==> src/rtl/quiz_pkg.sv <==
// Shared quiz types: choice width, FSM state encoding and joystick decode.
// Also the width helper used for the question index.
package quiz_pkg;

    localparam int CW = 3;

    typedef logic [CW-1:0] choice_t;

    typedef enum logic [1:0] {
        ST_RELEASE = 2'd0,
        ST_ASK     = 2'd1,
        ST_RESULT  = 2'd2,
        ST_DONE    = 2'd3
    } state_e;

    function automatic int max1_clog2(input int n);
        return (n > 2) ? $clog2(n) : 1;
    endfunction

    // Exactly one button low selects a choice; anything else is no press.
    function automatic choice_t decode_joy(input logic [3:0] nib);
        case (nib)
            4'b1110: return 3'd1;
            4'b1101: return 3'd2;
            4'b1011: return 3'd3;
            4'b0111: return 3'd4;
            default: return 3'd0;
        endcase
    endfunction

endpackage

==> src/rtl/quiz_round_ctrl_if.sv <==
// Player inputs, question ROM handshake and scoreboard outputs of the quiz controller.
// master drives buttons and the answer key; slave is the controller.
interface quiz_round_ctrl_if
    import quiz_pkg::*;
#(
    parameter int NUM_PLAYERS = 2,
    parameter int NUM_Q       = 8,
    parameter int SCORE_MAX   = 5
);
    localparam int QW = max1_clog2(NUM_Q);
    localparam int SW = $clog2(SCORE_MAX + 1);

    logic [4*NUM_PLAYERS-1:0]  joy_n;
    logic [CW-1:0]             q_ans;
    logic [QW-1:0]             q_idx;
    logic [SW*NUM_PLAYERS-1:0] score;
    logic [NUM_PLAYERS-1:0]    correct_pulse;
    logic [NUM_PLAYERS-1:0]    lockout;
    logic                      game_over;
    logic [NUM_PLAYERS-1:0]    winner;

    modport master (
        output joy_n, q_ans,
        input  q_idx, score, correct_pulse, lockout, game_over, winner
    );

    modport slave (
        input  joy_n, q_ans,
        output q_idx, score, correct_pulse, lockout, game_over, winner
    );

endinterface

==> src/rtl/quiz_joy_decode.sv <==
// One player's joystick: 2-flop synchronizer, choice decode, press-edge detect.
// Latency: choice valid 2 clocks after joy_n changes; press is combinational on that.
// Backpressure: none, the joystick is sampled every clock.
module quiz_joy_decode
    import quiz_pkg::*;
(
    input  logic       clk,
    input  logic       rst_n,
    input  logic [3:0] joy_n,
    output choice_t    choice,
    output logic       idle,
    output logic       press
);

    logic [3:0] sync1;
    logic [3:0] sync2;
    logic [1:0] vld;
    choice_t    prev;
    logic       armed;

    always_ff @(posedge clk or negedge rst_n) begin
        if (!rst_n) begin
            sync1 <= '0;
            sync2 <= '0;
            vld   <= '0;
            prev  <= '0;
            armed <= 1'b0;
        end else begin
            sync1 <= joy_n;
            sync2 <= sync1;
            vld   <= {vld[0], 1'b1};
            prev  <= choice;
            if (idle) begin
                armed <= 1'b1;
            end
        end
    end

    // Until the synchronizer holds real samples, and until the player has been
    // seen released once after reset, nothing counts as a press.
    assign choice = vld[1] ? decode_joy(sync2) : '0;
    assign idle   = vld[1] && (choice == '0);
    assign press  = armed && (choice != '0) && (prev == '0);

endmodule

==> src/rtl/quiz_round_ctrl.sv <==
// Quiz round controller: buzz-in arbitration, scoring, lockout and question sequencing.
// Latency: a press before edge k is scored on edge k+2 (2-flop sync + 1 FSM clock).
// Backpressure: none; presses outside ASK or from locked players are dropped.
module quiz_round_ctrl
    import quiz_pkg::*;
#(
    parameter int NUM_PLAYERS = 2,
    parameter int NUM_Q       = 8,
    parameter int SCORE_MAX   = 5,
    parameter int HOLD_CYC    = 4
) (
    input  logic                    clk,
    input  logic                    rst_n,
    quiz_round_ctrl_if.slave        bus
);

    localparam int QW = max1_clog2(NUM_Q);
    localparam int SW = $clog2(SCORE_MAX + 1);
    localparam int HW = max1_clog2(HOLD_CYC);
    localparam int IW = $clog2(NUM_PLAYERS);

    choice_t                choice [NUM_PLAYERS];
    logic [NUM_PLAYERS-1:0] idle_v;
    logic [NUM_PLAYERS-1:0] press_v;

    for (genvar p = 0; p < NUM_PLAYERS; p++) begin : g_joy
        quiz_joy_decode u_dec (
            .clk    (clk),
            .rst_n  (rst_n),
            .joy_n  (bus.joy_n[4*p +: 4]),
            .choice (choice[p]),
            .idle   (idle_v[p]),
            .press  (press_v[p])
        );
    end

    state_e                 state;
    logic [SW-1:0]          score_r [NUM_PLAYERS];
    logic [QW-1:0]          q_idx_r;
    logic [NUM_PLAYERS-1:0] lockout_r;
    logic [NUM_PLAYERS-1:0] pulse_r;
    logic [NUM_PLAYERS-1:0] winner_r;
    logic                   game_over_r;
    logic [HW-1:0]          hold_cnt;

    logic [NUM_PLAYERS-1:0] eligible;
    logic [NUM_PLAYERS-1:0] win_oh;
    logic [IW-1:0]          win_idx;
    choice_t                win_choice;
    logic                   any_max;
    logic                   last_q;
    logic [SW-1:0]          max_s;
    logic [NUM_PLAYERS-1:0] max_mask;

    assign eligible = press_v & ~lockout_r;
    assign win_oh   = eligible & (~eligible + NUM_PLAYERS'(1));
    assign last_q   = (q_idx_r == QW'(NUM_Q - 1));

    // Scan downward so the lowest-indexed eligible player is the final pick.
    always_comb begin
        win_idx = '0;
        for (int p = NUM_PLAYERS - 1; p >= 0; p--) begin
            if (eligible[p]) begin
                win_idx = IW'(p);
            end
        end
        win_choice = choice[win_idx];
    end

    always_comb begin
        any_max = 1'b0;
        max_s   = '0;
        for (int p = 0; p < NUM_PLAYERS; p++) begin
            if (score_r[p] == SW'(SCORE_MAX)) begin
                any_max = 1'b1;
            end
            if (score_r[p] > max_s) begin
                max_s = score_r[p];
            end
        end
        max_mask = '0;
        for (int p = 0; p < NUM_PLAYERS; p++) begin
            max_mask[p] = (score_r[p] == max_s);
        end
    end

    always_ff @(posedge clk or negedge rst_n) begin
        if (!rst_n) begin
            state       <= ST_RELEASE;
            q_idx_r     <= '0;
            lockout_r   <= '0;
            pulse_r     <= '0;
            winner_r    <= '0;
            game_over_r <= 1'b0;
            hold_cnt    <= '0;
            for (int p = 0; p < NUM_PLAYERS; p++) begin
                score_r[p] <= '0;
            end
        end else begin
            pulse_r <= '0;
            case (state)
                ST_RELEASE: begin
                    if (&idle_v) begin
                        state <= ST_ASK;
                    end
                end
                ST_ASK: begin
                    if (|eligible) begin
                        if (win_choice == bus.q_ans) begin
                            if (score_r[win_idx] != SW'(SCORE_MAX)) begin
                                score_r[win_idx] <= score_r[win_idx] + SW'(1);
                            end
                            pulse_r[win_idx] <= 1'b1;
                            hold_cnt         <= '0;
                            state            <= ST_RESULT;
                        end else begin
                            lockout_r[win_idx] <= 1'b1;
                            if (&(lockout_r | win_oh)) begin
                                hold_cnt <= '0;
                                state    <= ST_RESULT;
                            end
                        end
                    end
                end
                ST_RESULT: begin
                    if (hold_cnt == HW'(HOLD_CYC - 1)) begin
                        if (last_q || any_max) begin
                            winner_r    <= max_mask;
                            game_over_r <= 1'b1;
                            state       <= ST_DONE;
                        end else begin
                            q_idx_r   <= q_idx_r + QW'(1);
                            lockout_r <= '0;
                            state     <= ST_RELEASE;
                        end
                    end else begin
                        hold_cnt <= hold_cnt + HW'(1);
                    end
                end
                ST_DONE: begin
                    state <= ST_DONE;
                end
                default: begin
                    state <= ST_RELEASE;
                end
            endcase
        end
    end

    for (genvar p = 0; p < NUM_PLAYERS; p++) begin : g_score
        assign bus.score[p*SW +: SW] = score_r[p];
    end

    assign bus.q_idx         = q_idx_r;
    assign bus.correct_pulse = pulse_r;
    assign bus.lockout       = lockout_r;
    assign bus.game_over     = game_over_r;
    assign bus.winner        = winner_r;

endmodule

==> src/flat_wrapper.sv <==
// flat-port wrapper written by rule: the top's interface ports become plain ports
module quiz_round_ctrl_flat import quiz_pkg::*;
#(
    parameter int NUM_PLAYERS = 2,
    parameter int NUM_Q       = 8,
    parameter int SCORE_MAX   = 5,
    parameter int HOLD_CYC    = 4
)
  (clk, rst_n, bus_joy_n, bus_q_ans, bus_q_idx, bus_score, bus_correct_pulse, bus_lockout, bus_game_over, bus_winner);
  quiz_round_ctrl_if #(.NUM_PLAYERS(NUM_PLAYERS), .NUM_Q(NUM_Q), .SCORE_MAX(SCORE_MAX)) bus_i ();
  input  logic clk;
  input  logic rst_n;
  input wire logic [$bits(bus_i.joy_n)-1:0] bus_joy_n;
  input wire logic [$bits(bus_i.q_ans)-1:0] bus_q_ans;
  output wire logic [$bits(bus_i.q_idx)-1:0] bus_q_idx;
  output wire logic [$bits(bus_i.score)-1:0] bus_score;
  output wire logic [$bits(bus_i.correct_pulse)-1:0] bus_correct_pulse;
  output wire logic [$bits(bus_i.lockout)-1:0] bus_lockout;
  output wire logic [$bits(bus_i.game_over)-1:0] bus_game_over;
  output wire logic [$bits(bus_i.winner)-1:0] bus_winner;
  assign bus_i.joy_n = bus_joy_n;
  assign bus_i.q_ans = bus_q_ans;
  assign bus_q_idx = bus_i.q_idx;
  assign bus_score = bus_i.score;
  assign bus_correct_pulse = bus_i.correct_pulse;
  assign bus_lockout = bus_i.lockout;
  assign bus_game_over = bus_i.game_over;
  assign bus_winner = bus_i.winner;
  quiz_round_ctrl #(.NUM_PLAYERS(NUM_PLAYERS), .NUM_Q(NUM_Q), .SCORE_MAX(SCORE_MAX), .HOLD_CYC(HOLD_CYC)) u_core (.clk(clk), .rst_n(rst_n), .bus(bus_i));
endmodule
==> config.mk <==
export PLATFORM = sky130hd
export DESIGN_NAME = quiz_round_ctrl_flat
export DESIGN_NICKNAME = d
export VERILOG_FILES = /design/src/rtl/quiz_pkg.sv /design/src/rtl/quiz_round_ctrl_if.sv /design/src/rtl/quiz_joy_decode.sv /design/src/rtl/quiz_round_ctrl.sv /design/src/flat_wrapper.sv
export SDC_FILE = /design/constraint.sdc
export NUM_CORES = 1
export LEC_CHECK = 0
export ABC_AREA = 1
export CAP_MARGIN = 20
export CORE_UTILIZATION = 45
export CTS_BUF_LIST = sky130_fd_sc_hd__clkbuf_4 sky130_fd_sc_hd__clkbuf_8
export DETAILED_ROUTE_END_ITERATION = 8
export GPL_TIMING_DRIVEN = 0
export PLACE_DENSITY = 0.76
export SLEW_MARGIN = 40
export SYNTH_ARGS = -nofsm -noshare
export SYNTH_HDL_FRONTEND = slang
export SYNTH_SLANG_ARGS = --single-unit
==> constraint.sdc <==
create_clock -name clk -period 5.1 [get_ports clk]
set_input_delay 0.51 -clock clk [delete_from_list [all_inputs] [get_ports clk]]
set_output_delay 0.51 -clock clk [all_outputs]
set_load 0.05 [all_outputs]
==> reports/metrics.cfg <==
[place]
hpwl_um=3190
portBuffers=28
globalplace.congestion=0.815
dpl.cell_count=369

[floorplan]
die_area_um2=5610
die_w_um=74.9
rows=26
pin_count=29
initial_core_util=0.468
core-area_um2=5110
die_y_um=74.9

[setup_path]
slowest_stage=dfrtp_1
worst_setup_path_start_kind=flop
crit_start=u_core.g_joy[0].u_dec.sync2[1]
cpMostUsedCell=nand2_1
r2r_start=u_core.g_joy[0].u_dec.sync2[1]
crit_arrival_ps=2470
slowest_delay_ps=410
path_cells=inv_1 -> nor2_1 -> nand2_1 -> nand2_1 -> nand2_2 -> nand3_2 -> nand3_4 -> nand2_4 -> buf_8 -> o21ai_0 -> inv_1 -> ha_1 -> xnor2_1 -> nand4_1 -> nand2_1
critPathMaxFanout=10
crit_type=flop to flop
worstPathRequired_ps=5340
critPathCaptureType=flop

[pwr]
ir_drop_v=0.000213
p_per_area_nw_per_um2=395
leakagePower_nw=1.57
switching_power_mw=0.449
clock_power_share=0.242
p_comb_frac=0.367
finalPower_mw=1.14
swShare=0.393
intPower_mw=0.692
pwr-share-seq=0.391

[timing]
slew_headroom=0.661
fmax_mhz=449
timing.final.crit_share=0.437
rsz0062_at_grt=false
slew_violations=0
finalSetupViolCount=0
layout_min_cycle_time_ps=2230
fin_skew_ps=9.34
hold_viol_final=0
finalSetupTns_ps=0
worst_pin_slew_ps=507

[cts]
cts_root_buffer=clkbuf_8
postCtsHoldBufs=0
clk_latency_ps=310
cts_setup_buffers=0
cts_tree=yes
clockBufferDepth=2
cts_resized=0
ctsHtreeMaxLevel=2
cts.sinks=46
numCtsBuffers=5
path_clk_slew_ps=90

[logic_synthesis]
post-synth-top-count-cell=nand2_1
synth_common_cells=nand2_1, dfrtp_1, inv_1
synthFlopType=dfrtp_1
netlist_instances=270
async_reset_ff_frac=1.00
ys_seq_area_frac=0.482
synth_seq_cells=46
avgSynthCellArea_um2=8.85
synth_area_leaders=dfrtp_1, nand2_1, inv_1
syn_nets=295
synth_top_area_cell=dfrtp_1
synth_top_area_share=0.482
yosys_warnings=0
synth_cell_types=34
syn-cell-area_um2=2390
synth-edff-count=0

[route]
drtPass1Iterations=4
ant_nets=0
drcViolationCount=0
wire_per_inst_um=11.5
drtIter0Drc=78
routed_wl_um=4330
viasPerCell=4.88
dr_total_vias=1838

[grt]
grt.total_usage=0.174
grt_pass1_wl_um=7210
first_global_vias=1637
grt-ovfl-total=0
antenna_found_initial=0
grt_max_degree=47

[cells_and_area]
final_nets=331
drive_gt1_frac=0.121
synthToLayoutAreaGrowth_pct=20.8
antenna-diode-count=0
fill_cells=470
fin_cells=377

[run]
maxCapViolCount=0

[min_path]
worst_hold_path_type=primary input to asynchronous set/reset pin

[outcome]
status=finished clean

metrics by stage:
step,setup WS [ps],util,hold slack (ps),cell area [um2]
5_1_grt,2630,0.565,164,2890
4_1_cts,2870,0.565,151,2890
3_5_place_dp,2910,0.543,335,2780
3_3_place_gp,2350,0.540,332,2760
2_1_floorplan,2800,-,214,2390
6_report,2870,0.565,146,2890
cells in the final DEF (no fill, tap or decap), types with 2 or more instances in the layout:
cell type,n
nand2_1,67
dfrtp_1,46
inv_1,42
clkdlybuf4s50_1,27
nand4_1,16
nand3_1,16
nor2_1,15
ha_1,12
o21ai_0,9
nand2_2,6
nor3_1,6
nand3_2,5
clkbuf_8,5
a21oi_1,3
nand3_4,2
nand2_4,2
inv_2,2
or2_2,2
mux2_2,2
routing by layer:
metal,vias to the layer above,part of all wire,GRT usage
li1,940,-,-
met1,850,0.47,0.234
met2,42,0.46,0.269
met3,6,0.043,0.0402
met4,0,0.019,0.0776
met5,-,0,0
kinds of logic after synthesis:
logic type               after synthesis  share of synthesized area
AND/OR/NAND/NOR                      141                      0.306
buffers and inverters                 48                     0.0853
flip-flops                            46                      0.482
AO/OA/AOI/OAI                         18                     0.0456
adder cells (fa/ha/maj)               12                     0.0628
XOR/XNOR                               2                    0.00733
multiplexers                           2                    0.00942
other                                  1                    0.00157
registers in the layout, summed over array words and instances (netlist names):
name	cells
u_core.bus.winner	2
u_core.bus.correct_pulse	2
u_core.state	2
u_core.g_joy.u_dec.armed	2
u_core.bus.game_over	1
u_core.g_joy.u_dec.prev	6
u_core.g_joy.u_dec.sync1	8
u_core.g_joy.u_dec.sync2	8
u_core.hold_cnt	2
u_core.bus.score	6
u_core.bus.q_idx	3
u_core.bus.lockout	2
u_core.g_joy.u_dec.vld	2
power by group through the flow:
stage	Combinational [mW]	Sequential (mW)	Clock, mW
after global placement	0.401	0.452	0
after floorplan	0.247	0.504	0
after global routing	0.472	0.452	0.297
after CTS	0.419	0.446	0.284
after detailed placement	0.414	0.453	0
final	0.418	0.446	0.276
layout make-up:
cell class	count	area, um2	area share
clock inverter	3	43.8	0.0152
multi-input combinational	176	1030	0.358
clock buffer	5	68.8	0.0238
tap	70	87.6	0.0303
buffer	3	30.0	0.0104
inverter	45	174	0.0602
timing repair buffer	29	298	0.103
sequential	46	1150	0.399
critical path, delay by kind of cell, from the launching register on:
family                   cells  cell delay [ps]
flip-flops                   1              410
adder cells (fa/ha/maj)      1              210
AND/OR/NAND/NOR              9              790
buffers and inverters        3              310
AO/OA/AOI/OAI                1              230
XOR/XNOR                     1              210
final timing paths:
path / endpoint / slack [ps] / cells after the start
min reg2reg: u_core.g_joy[0].u_dec.sync2[2] / 350 / 0
max in group asynchronous: u_core.bus.score[4] / 4740 / 2
max: u_core.bus.score[5] / 2870 / 15
max reg2reg: u_core.bus.score[5] / 2870 / 15
min: u_core.g_joy[0].u_dec.sync1[3] / 150 / 2
min in group clk: u_core.g_joy[0].u_dec.sync2[2] / 350 / 0
Note: power is estimated with default switching activity, not from simulation.
